### src/rtl/mac16_accum_pkg.sv
// -----------------------------------------------------------------------------
// mac16_accum_pkg
//   Shared definitions for the mac16_accum multiply-accumulate block:
//   FSM state encoding, default parameter values and the product width.
//   No ports (package).
// -----------------------------------------------------------------------------
package mac16_accum_pkg;

    // FSM state encoding (IDLE=0, RUN=1, DONE=2)
    typedef enum logic [1:0] {
        S_IDLE = 2'd0,
        S_RUN  = 2'd1,
        S_DONE = 2'd2
    } state_e;

    // Default accumulator width (must be >= PROD_W) and run-length width
    localparam int ACC_W_DEF = 40;
    localparam int LEN_W_DEF = 8;

    // Operand and product widths of the wallace16 multiplier
    localparam int OPND_W = 16;
    localparam int PROD_W = 32;

endpackage : mac16_accum_pkg

### src/rtl/mac16_accum_wallace16.sv
// -----------------------------------------------------------------------------
// wallace16
//   Combinational 16x16 unsigned multiplier built as a Wallace tree: sixteen
//   partial-product rows are reduced with 3:2 carry-save compressors until two
//   rows remain, which are then summed by a single carry-propagate adder.
// Ports
//   A    in   16  unsigned multiplicand
//   B    in   16  unsigned multiplier
//   out  out  32  unsigned product A*B
// -----------------------------------------------------------------------------
module wallace16 (
    input  logic [15:0] A,
    input  logic [15:0] B,
    output logic [31:0] out
);

    // 16 rows reduce 16 -> 11 -> 8 -> 6 -> 4 -> 3 -> 2 in six CSA layers
    localparam int NUM_ROWS   = 16;
    localparam int NUM_LAYERS = 6;

    function automatic logic [31:0] wallace_mul(input logic [15:0] x, input logic [15:0] y);
        logic [31:0] rows [NUM_ROWS];
        logic [31:0] nxt  [NUM_ROWS];
        int          n;
        int          m;
        int          rem;
        for (int i = 0; i < NUM_ROWS; i++) begin
            rows[i] = {16'b0, x & {16{y[i]}}} << i;
        end
        n = NUM_ROWS;
        for (int s = 0; s < NUM_LAYERS; s++) begin
            m = 0;
            for (int i = 0; i < NUM_ROWS; i++) begin
                nxt[i] = '0;
            end
            // Each complete group of three rows becomes a sum row and a
            // shifted carry row. Carries out of bit 31 are dropped; the
            // true product always fits in 32 bits.
            for (int g = 0; g < NUM_ROWS / 3; g++) begin
                if (3 * g + 2 < n) begin
                    nxt[m]     = rows[3*g] ^ rows[3*g+1] ^ rows[3*g+2];
                    nxt[m + 1] = ((rows[3*g]   & rows[3*g+1]) |
                                  (rows[3*g]   & rows[3*g+2]) |
                                  (rows[3*g+1] & rows[3*g+2])) << 1;
                    m = m + 2;
                end
            end
            // Leftover rows (0..2) pass straight through to the next layer
            rem = 3 * (n / 3);
            for (int k = 0; k < 2; k++) begin
                if (rem + k < n) begin
                    nxt[m] = rows[rem + k];
                    m = m + 1;
                end
            end
            rows = nxt;
            n    = m;
        end
        return rows[0] + rows[1];
    endfunction

    always_comb begin
        out = wallace_mul(A, B);
    end

endmodule : wallace16

### src/rtl/mac16_accum.sv
// -----------------------------------------------------------------------------
// mac16_accum
//   Sequential multiply-accumulate stage. A run of `len` operand pairs arrives
//   on a valid/ready stream; each pair is multiplied by wallace16 and the
//   32-bit products are summed into an ACC_W-bit accumulator. One result per
//   run is presented on a valid/ready output together with a sticky carry-out
//   flag. Three-edge pipeline: accept -> multiply -> accumulate; never stalls.
// Ports
//   clk        in   1      clock, rising edge
//   rst_n      in   1      asynchronous active-low reset
//   start      in   1      begin a run (sampled only in IDLE)
//   len        in   LEN_W  products in the run, captured with start
//   in_valid   in   1      operand pair valid
//   in_ready   out  1      operand pair accepted when in_valid is also high
//   a, b       in   16     unsigned operands
//   out_valid  out  1      result valid, held until out_ready
//   out_ready  in   1      consumer accepts result
//   acc_out    out  ACC_W  accumulated sum, modulo 2**ACC_W
//   overflow   out  1      some add in this run carried out of ACC_W
//   busy       out  1      block not in IDLE
// -----------------------------------------------------------------------------
module mac16_accum
    import mac16_accum_pkg::*;
#(
    parameter int ACC_W = ACC_W_DEF,
    parameter int LEN_W = LEN_W_DEF
) (
    input  logic              clk,
    input  logic              rst_n,
    input  logic              start,
    input  logic [LEN_W-1:0]  len,
    input  logic              in_valid,
    output logic              in_ready,
    input  logic [OPND_W-1:0] a,
    input  logic [OPND_W-1:0] b,
    output logic              out_valid,
    input  logic              out_ready,
    output logic [ACC_W-1:0]  acc_out,
    output logic              overflow,
    output logic              busy
);

    state_e              state_q;
    logic [LEN_W-1:0]    len_q;
    logic [LEN_W-1:0]    issued_q;
    logic [LEN_W-1:0]    done_q;
    logic [OPND_W-1:0]   a_q;
    logic [OPND_W-1:0]   b_q;
    logic [PROD_W-1:0]   p_d;
    logic [PROD_W-1:0]   p_q;
    logic [2:1]          vld_pipe_q;   // [1]: operands registered, [2]: product registered
    logic [ACC_W-1:0]    acc_q;
    logic                ovf_q;
    logic                out_valid_q;
    logic                busy_q;

    logic                accept;
    logic [ACC_W:0]      acc_sum_d;    // MSB is the carry out of the accumulator
    logic                last_add;

    assign in_ready  = (state_q == S_RUN) && (issued_q < len_q);
    assign accept    = in_valid && in_ready;
    assign acc_sum_d = {1'b0, acc_q} + (ACC_W+1)'(p_q);
    assign last_add  = vld_pipe_q[2] && (done_q == len_q - LEN_W'(1));

    // Multiplier sits between the operand and product registers
    wallace16 u_mul (
        .A   (a_q),
        .B   (b_q),
        .out (p_d)
    );

    // Operand / product pipeline
    always_ff @(posedge clk or negedge rst_n) begin
        if (!rst_n) begin
            a_q        <= '0;
            b_q        <= '0;
            p_q        <= '0;
            vld_pipe_q <= '0;
        end else begin
            if (accept) begin
                a_q <= a;
                b_q <= b;
            end
            if (vld_pipe_q[1]) begin
                p_q <= p_d;
            end
            vld_pipe_q <= {vld_pipe_q[1], accept};
        end
    end

    // Control FSM, counters and accumulator
    always_ff @(posedge clk or negedge rst_n) begin
        if (!rst_n) begin
            state_q     <= S_IDLE;
            len_q       <= '0;
            issued_q    <= '0;
            done_q      <= '0;
            acc_q       <= '0;
            ovf_q       <= 1'b0;
            out_valid_q <= 1'b0;
            busy_q      <= 1'b0;
        end else begin
            case (state_q)
                S_IDLE: begin
                    if (start) begin
                        len_q    <= len;
                        issued_q <= '0;
                        done_q   <= '0;
                        acc_q    <= '0;
                        ovf_q    <= 1'b0;
                        busy_q   <= 1'b1;
                        // An empty run goes straight to a zero result
                        if (len == '0) begin
                            state_q     <= S_DONE;
                            out_valid_q <= 1'b1;
                        end else begin
                            state_q <= S_RUN;
                        end
                    end
                end
                S_RUN: begin
                    if (accept) begin
                        issued_q <= issued_q + LEN_W'(1);
                    end
                    if (vld_pipe_q[2]) begin
                        acc_q  <= acc_sum_d[ACC_W-1:0];
                        ovf_q  <= ovf_q | acc_sum_d[ACC_W];
                        done_q <= done_q + LEN_W'(1);
                        if (last_add) begin
                            state_q     <= S_DONE;
                            out_valid_q <= 1'b1;
                        end
                    end
                end
                S_DONE: begin
                    if (out_ready) begin
                        state_q     <= S_IDLE;
                        out_valid_q <= 1'b0;
                        busy_q      <= 1'b0;
                    end
                end
                default: begin
                    state_q     <= S_IDLE;
                    out_valid_q <= 1'b0;
                    busy_q      <= 1'b0;
                end
            endcase
        end
    end

    assign acc_out   = acc_q;
    assign overflow  = ovf_q;
    assign out_valid = out_valid_q;
    assign busy      = busy_q;

endmodule : mac16_accum

### config.mk
export PLATFORM = sky130hd
export DESIGN_NAME = mac16_accum
export DESIGN_NICKNAME = d
export VERILOG_FILES = /design/src/rtl/mac16_accum_pkg.sv /design/src/rtl/mac16_accum_wallace16.sv /design/src/rtl/mac16_accum.sv
export SDC_FILE = /design/constraint.sdc
export NUM_CORES = 1
export LEC_CHECK = 0
export CAP_MARGIN = 20
export CORE_UTILIZATION = 30
export CTS_CLUSTER_DIAMETER = 100
export CTS_CLUSTER_SIZE = 20
export DETAILED_ROUTE_END_ITERATION = 16
export PLACE_DENSITY = 0.43
export SLEW_MARGIN = 20
export SYNTH_ARGS = -nofsm -noshare
export SYNTH_HDL_FRONTEND = slang
export SYNTH_SLANG_ARGS = --single-unit
### constraint.sdc
create_clock -name clk -period 6.8 [get_ports clk]
set_clock_uncertainty 0.05 [all_clocks]
set_input_delay 2.04 -clock clk [delete_from_list [all_inputs] [get_ports clk]]
set_output_delay 2.04 -clock clk [all_outputs]
set_load 0.01 [all_outputs]
[Yosys cells after proc, flatten, opt, wreduce, memory -nomap -nowiden]
Cells that the tools add are included.
Cells by class
  mux-type cells: 25
  $add $sub $neg: 5
  bitwise gates (word level): 116
  reduce and logical (&&, ||, !) cells: 12
  magnitude comparators: 1
  equal/unequal tests: 9
Operators by type and width (number)
  31-bit bitwise AND: 25
  31-bit bitwise OR: 23
  32-bit bitwise XOR: 15
  16-bit bitwise AND: 16
  40-bit 2-to-1 mux: 2
  40-bit one-hot mux with 2 select lines: 1
  40-bit by 32-bit adder with 41-bit output: 1
  32-bit adder: 1
  8-bit one-hot mux with 2 select lines: 2
  32-bit by 24-bit bitwise XOR with 32-bit output: 1
  32-bit by 30-bit bitwise XOR with 32-bit output: 1
  32-bit by 31-bit bitwise XOR with 32-bit output: 1
  31-bit by 21-bit bitwise AND with 31-bit output: 1
  31-bit by 30-bit bitwise AND with 31-bit output: 1
  31-bit by 18-bit bitwise OR with 31-bit output: 1
  31-bit by 21-bit bitwise OR with 31-bit output: 1
  31-bit by 24-bit bitwise OR with 31-bit output: 1
  31-bit by 27-bit bitwise OR with 31-bit output: 1
  31-bit by 30-bit bitwise OR with 31-bit output: 1
  28-bit by 30-bit bitwise AND with 30-bit output: 1
  29-bit by 30-bit bitwise AND with 30-bit output: 1
  29-bit by 30-bit bitwise XOR with 30-bit output: 1
  28-bit by 29-bit bitwise AND with 29-bit output: 1
  28-bit by 29-bit bitwise XOR with 29-bit output: 1
  other kinds (43): 67
Word-level totals
  logic and storage cells: 180
  register bits after elaboration: 135
  output and inout port bits: 44

[Logic depth before layout (Yosys ltp)]
  depth after elaboration: 20
  gate-level depth with buffers: 23
  depth with buffers taken out: 22

[By module]
A second synthesis with hierarchy kept.
Second synthesis, totals
  cells, all modules: 1681
  area, all modules: 15483.6 sq um
By module, submodules not included
  wallace16: cells an instance 866, times used 1, sequential area each 0.0 sq um, area each 7983.9 sq um
  mac16_accum: cells an instance 815, times used 1, sequential area each 3378.2 sq um, area each 7499.7 sq um

[Worst setup path before layout]
OpenSTA, ideal clock, no wires.
  path kind: reg2reg
  start: register a_q[6]
  end: register p_q[31]
  clock period less this slack: 5.969 ns
  required time: 6.625 ns
  arrival: 5.795 ns
  stages on the path, launching flop included: 22
  library setup time: 0.125 ns
  slack: 0.831 ns
  path buffers: 1
  cell sequence: dfrtp_1 > clkbuf_1 > nand2_1 > fa_1 > fa_1 > fa_1 > inv_1 > fa_1 > inv_1 > fa_1 > inv_1 > fa_1 > ha_1 > a21oi_1 > o21ai_0 > a221oi_2 > o31a_1 > o21ai_1 > and3_1 > a311oi_2 > xnor2_1 > mux2_2
On the way
  longest elaborated chain between the ends: 20
Ends and longest elaborated chain
  start: declaration: RTL line mac16_accum.sv:47  | logic [OPND_W-1:0] a_q;
  start signal: assignment: RTL line mac16_accum.sv:76  | a_q <= '0;
  start signal: assignment: RTL line mac16_accum.sv:82  | a_q <= a;
  16-bit bitwise AND: RTL line mac16_accum_wallace16.sv:28  | rows[i] = {16'b0, x & {16{y[i]}}} << i;
  16-bit by 17-bit bitwise AND with 17-bit output / 16-bit by 18-bit bitwise AND with 18-bit output (equally long branches): RTL line mac16_accum_wallace16.sv:42, mac16_accum_wallace16.sv:43
  31-bit bitwise OR: RTL line mac16_accum_wallace16.sv:42  | nxt[m + 1] = ((rows[3*g] & rows[3*g+1]) |
  31-bit by 18-bit bitwise OR with 31-bit output: RTL line mac16_accum_wallace16.sv:43  | (rows[3*g] & rows[3*g+2]) |
  31-bit bitwise AND: RTL line mac16_accum_wallace16.sv:42
  31-bit bitwise OR: RTL line mac16_accum_wallace16.sv:42
  31-bit bitwise OR: RTL line mac16_accum_wallace16.sv:43
  31-bit bitwise AND: RTL line mac16_accum_wallace16.sv:42
  [4 not listed]
  31-bit bitwise OR: RTL line mac16_accum_wallace16.sv:43
  31-bit bitwise AND: RTL line mac16_accum_wallace16.sv:42
  31-bit bitwise OR: RTL line mac16_accum_wallace16.sv:42
  31-bit bitwise OR: RTL line mac16_accum_wallace16.sv:43
  31-bit bitwise AND: RTL line mac16_accum_wallace16.sv:42
  31-bit bitwise OR: RTL line mac16_accum_wallace16.sv:42
  31-bit bitwise OR: RTL line mac16_accum_wallace16.sv:43
  32-bit adder *: RTL line mac16_accum_wallace16.sv:59  | return rows[0] + rows[1];
  end signal: assignment: RTL line mac16_accum.sv:86  | p_q <= p_d;
  end: declaration: RTL line mac16_accum.sv:50  | logic [PROD_W-1:0] p_q;
Every way passes the cells marked *; elsewhere a longest branch is shown, timed or not.
A chain may end at the register's enable or synchronous reset.

[Worst setup path in the final report]
  start: register a_q[12]
  end: register p_q[31]
The elaborated chain is that of the path after synthesis.

==> flow_summary.ini <==
[route]
drt-total-wl_mm = 39.8
wl_per_cell_um = 17.2
drtPass1Iterations = 5
drc_errors = 0
antenna_left = 0
viasPerCell = 4.74
drtIter0Drc = 451
vias = 11000

[cts]
htreeDepth = 4
clock-sinks = 135
clock_latency_ns = 0.49
clkTransAtPathRegs_ns = 0.07
cts_tree = built
ctsResizeCount = 0
cts_buffers = 17
cts_root_buffer = clkbuf_16
cts_buffer_depth = 2
postCtsSetupBuffers = 0
postCtsHoldBufs = 0

[finish]
syn2layout_area_growth_pct = 14.3
multi_input_area_um2 = 10800
fin_nets = 1995
regArea_um2 = 3390
fillerInstances = 5154
drive_gt1_share_pct = 7.73
antenna_cells = 0

[global_route]
grt.total_usage_pct = 16.8
grt_pass1_wl_mm = 65.6
grt_max_degree = 93
grt_pass1_vias = 11800
grt-ovfl-total = 0
antenna_found_initial = 0

[critical_path]
path_buf_inv = 2
cp-end-kind = flop
cpMostUsedCell = fa_1
r2r_start = a_q[12]
r2r_end = p_q[31]
critPathLaunchType = flop
slowest_stage = dfrtp_1
worstSetupPathType = flop to flop
ff2ff_path_depth = 19
worstPathCellList = and2_1 -> fa_1 -> fa_1 -> inv_1 -> fa_1 -> fa_1 -> fa_1 -> inv_1 -> fa_1 -> ha_1 -> and3_1 -> and2_1 -> a221oi_2 -> o31a_1 -> o21ai_1 -> and3_1 -> a311oi_2 -> xnor2_1 -> mux2_2
r2r_slack_ns = 0.33
path_delay_family = adder cells
cp_data_required_time_ns = 7.12
cp_max_fo = 17
cpPeakStageDelay_ns = 0.85
timing.critical_path.arrival_ns = 6.79

[yosys]
synth_fp_nets = 1939
netlist_area_um2 = 15200
synth_edf_count = 0
synth_cells = 1573
synth-seq-cells = 135
yosysUniqueCellTypes = 60
yosysSeqAreaShare_pct = 22.3
ys_top_cells_by_area = fa_1, dfrtp_1, ha_1
synthArstFlopShare_pct = 100
synth_common_cells = fa_1, inv_1, nand2_1
synth-main-ff-cell = dfrtp_1
synth_top_area_share_pct = 26.7
synth_warnings = 0
yosys.area.top_type = fa_1
avgSynthCellArea_um2 = 9.64

[place]
hpwlAfterDp_mm = 30.9
gp_congestion = 0.795
portBuffers = 88

[run]
cap_violations = 0

[sta]
finalHoldViolations = 0
fmax_mhz = 155
setup_viol = 0
max_slew.worst_pin.slew_ns = 0.966
relSlewSlack_pct = 35.4
drv_slew = 0
layout_min_cycle_time_ns = 6.47
fin_crit_sh_pct = 95.2
finalSetupTns_ns = 0
rsz0062_at_grt = no

[floorplanning]
start_util_pct = 30.3
ioPinCount = 89
fp-row-count = 82
die_w_um = 227
core_um2 = 50000
die_h_um = 227
die-area_um2 = 51400

[min_path]
min_from = issued_q[7]
whs_path_depth = 1
hold_path_end = issued_q[7]
hold_path_class = flop to flop

[outcome]
status = completed
## layer usage
layer / vias up / share of wire [%] / routed length [um] / global-route usage [%]
met3: 35 / 2.6 / 1030 / 3.01
met4: 0 / 1.4 / 553 / 4.77
met1: 5600 / 45 / 18000 / 21.7
met5: - / 0 / 0 / 0
li1: 5228 / - / - / -
met2: 112 / 51 / 20200 / 28.7
## registers in the layout (all words and copies together), names as in the netlist
name,count
acc_out,40
p_q,32
a_q,16
b_q,16
done_q,8
issued_q,8
len_q,8
state_q,2
vld_pipe_q,2
busy,1
out_valid,1
overflow,1
## logic make-up after synthesis
family,Yosys count,share of synthesized area [%]
XOR/XNOR,72,4.16
buffers and inverters,268,6.73
adder cells (fa/ha/maj),321,36.5
flip-flops,135,22.3
AND/OR/NAND/NOR,476,15.5
AO/OA/AOI/OAI,240,10.3
multiplexers,61,4.52
## cell type report
| class | count | area share [%] |
|---|---|---|
| multi-input cells | 1170 | 62.2 |
| flip-flops and latches | 135 | 19.6 |
| repair buffers | 103 | 5.74 |
| well taps | 672 | 4.85 |
| inverters | 202 | 4.38 |
| clock buffers | 18 | 2.48 |
| clock inverters | 14 | 0.816 |
## per-stage QoR
step	area (um2)	std cells	hold slack [ns]	util, %	setup WS (ns)
global route	17300	2314	0.456	34.7	0.00231
floorplan	15200	1573	0.302	-	0.831
detailed placement	16700	2282	0.443	33.5	0.315
finish	17300	2314	0.440	34.7	0.329
global placement	16700	2282	0.435	33.5	0.316
CTS	17300	2314	0.453	34.7	0.269
## placed cells by master (no fill, tap or decap), types with 6 or more instances in the layout
master	instances
nand2_1	190
buf_4	15
a31oi_1	6
o31ai_1	8
xnor2_1	37
clkbuf_16	17
ha_1	119
mux2_2	60
nand4_1	13
nand3_1	23
a21o_1	30
o21a_1	10
o21bai_1	7
nor3_1	11
a21oi_1	62
clkdlybuf4s50_1	87
dfrtp_1	127
dfrtp_2	8
xor2_1	35
o21ai_0	65
inv_1	202
a22o_1	6
nor2_1	52
a211oi_1	6
and3_1	6
fa_1	202
and2_1	146
or3_1	8
## worst max path at each step
| stage | startpoint | to | cells past startpoint |
|---|---|---|---|
| floorplan | a_q[6] | p_q[31] | 21 |
| global placement | a_q[11] | p_q[31] | 19 |
| detailed placement | a_q[10] | p_q[31] | 19 |
| CTS | a_q[10] | p_q[31] | 19 |
| global route | a_q[6] | p_q[31] | 20 |
| finish | a_q[12] | p_q[31] | 19 |
Power is left out: the tool's default activity adds up to more than one toggle a clock period on the data nets, which glitch-free logic cannot reach.
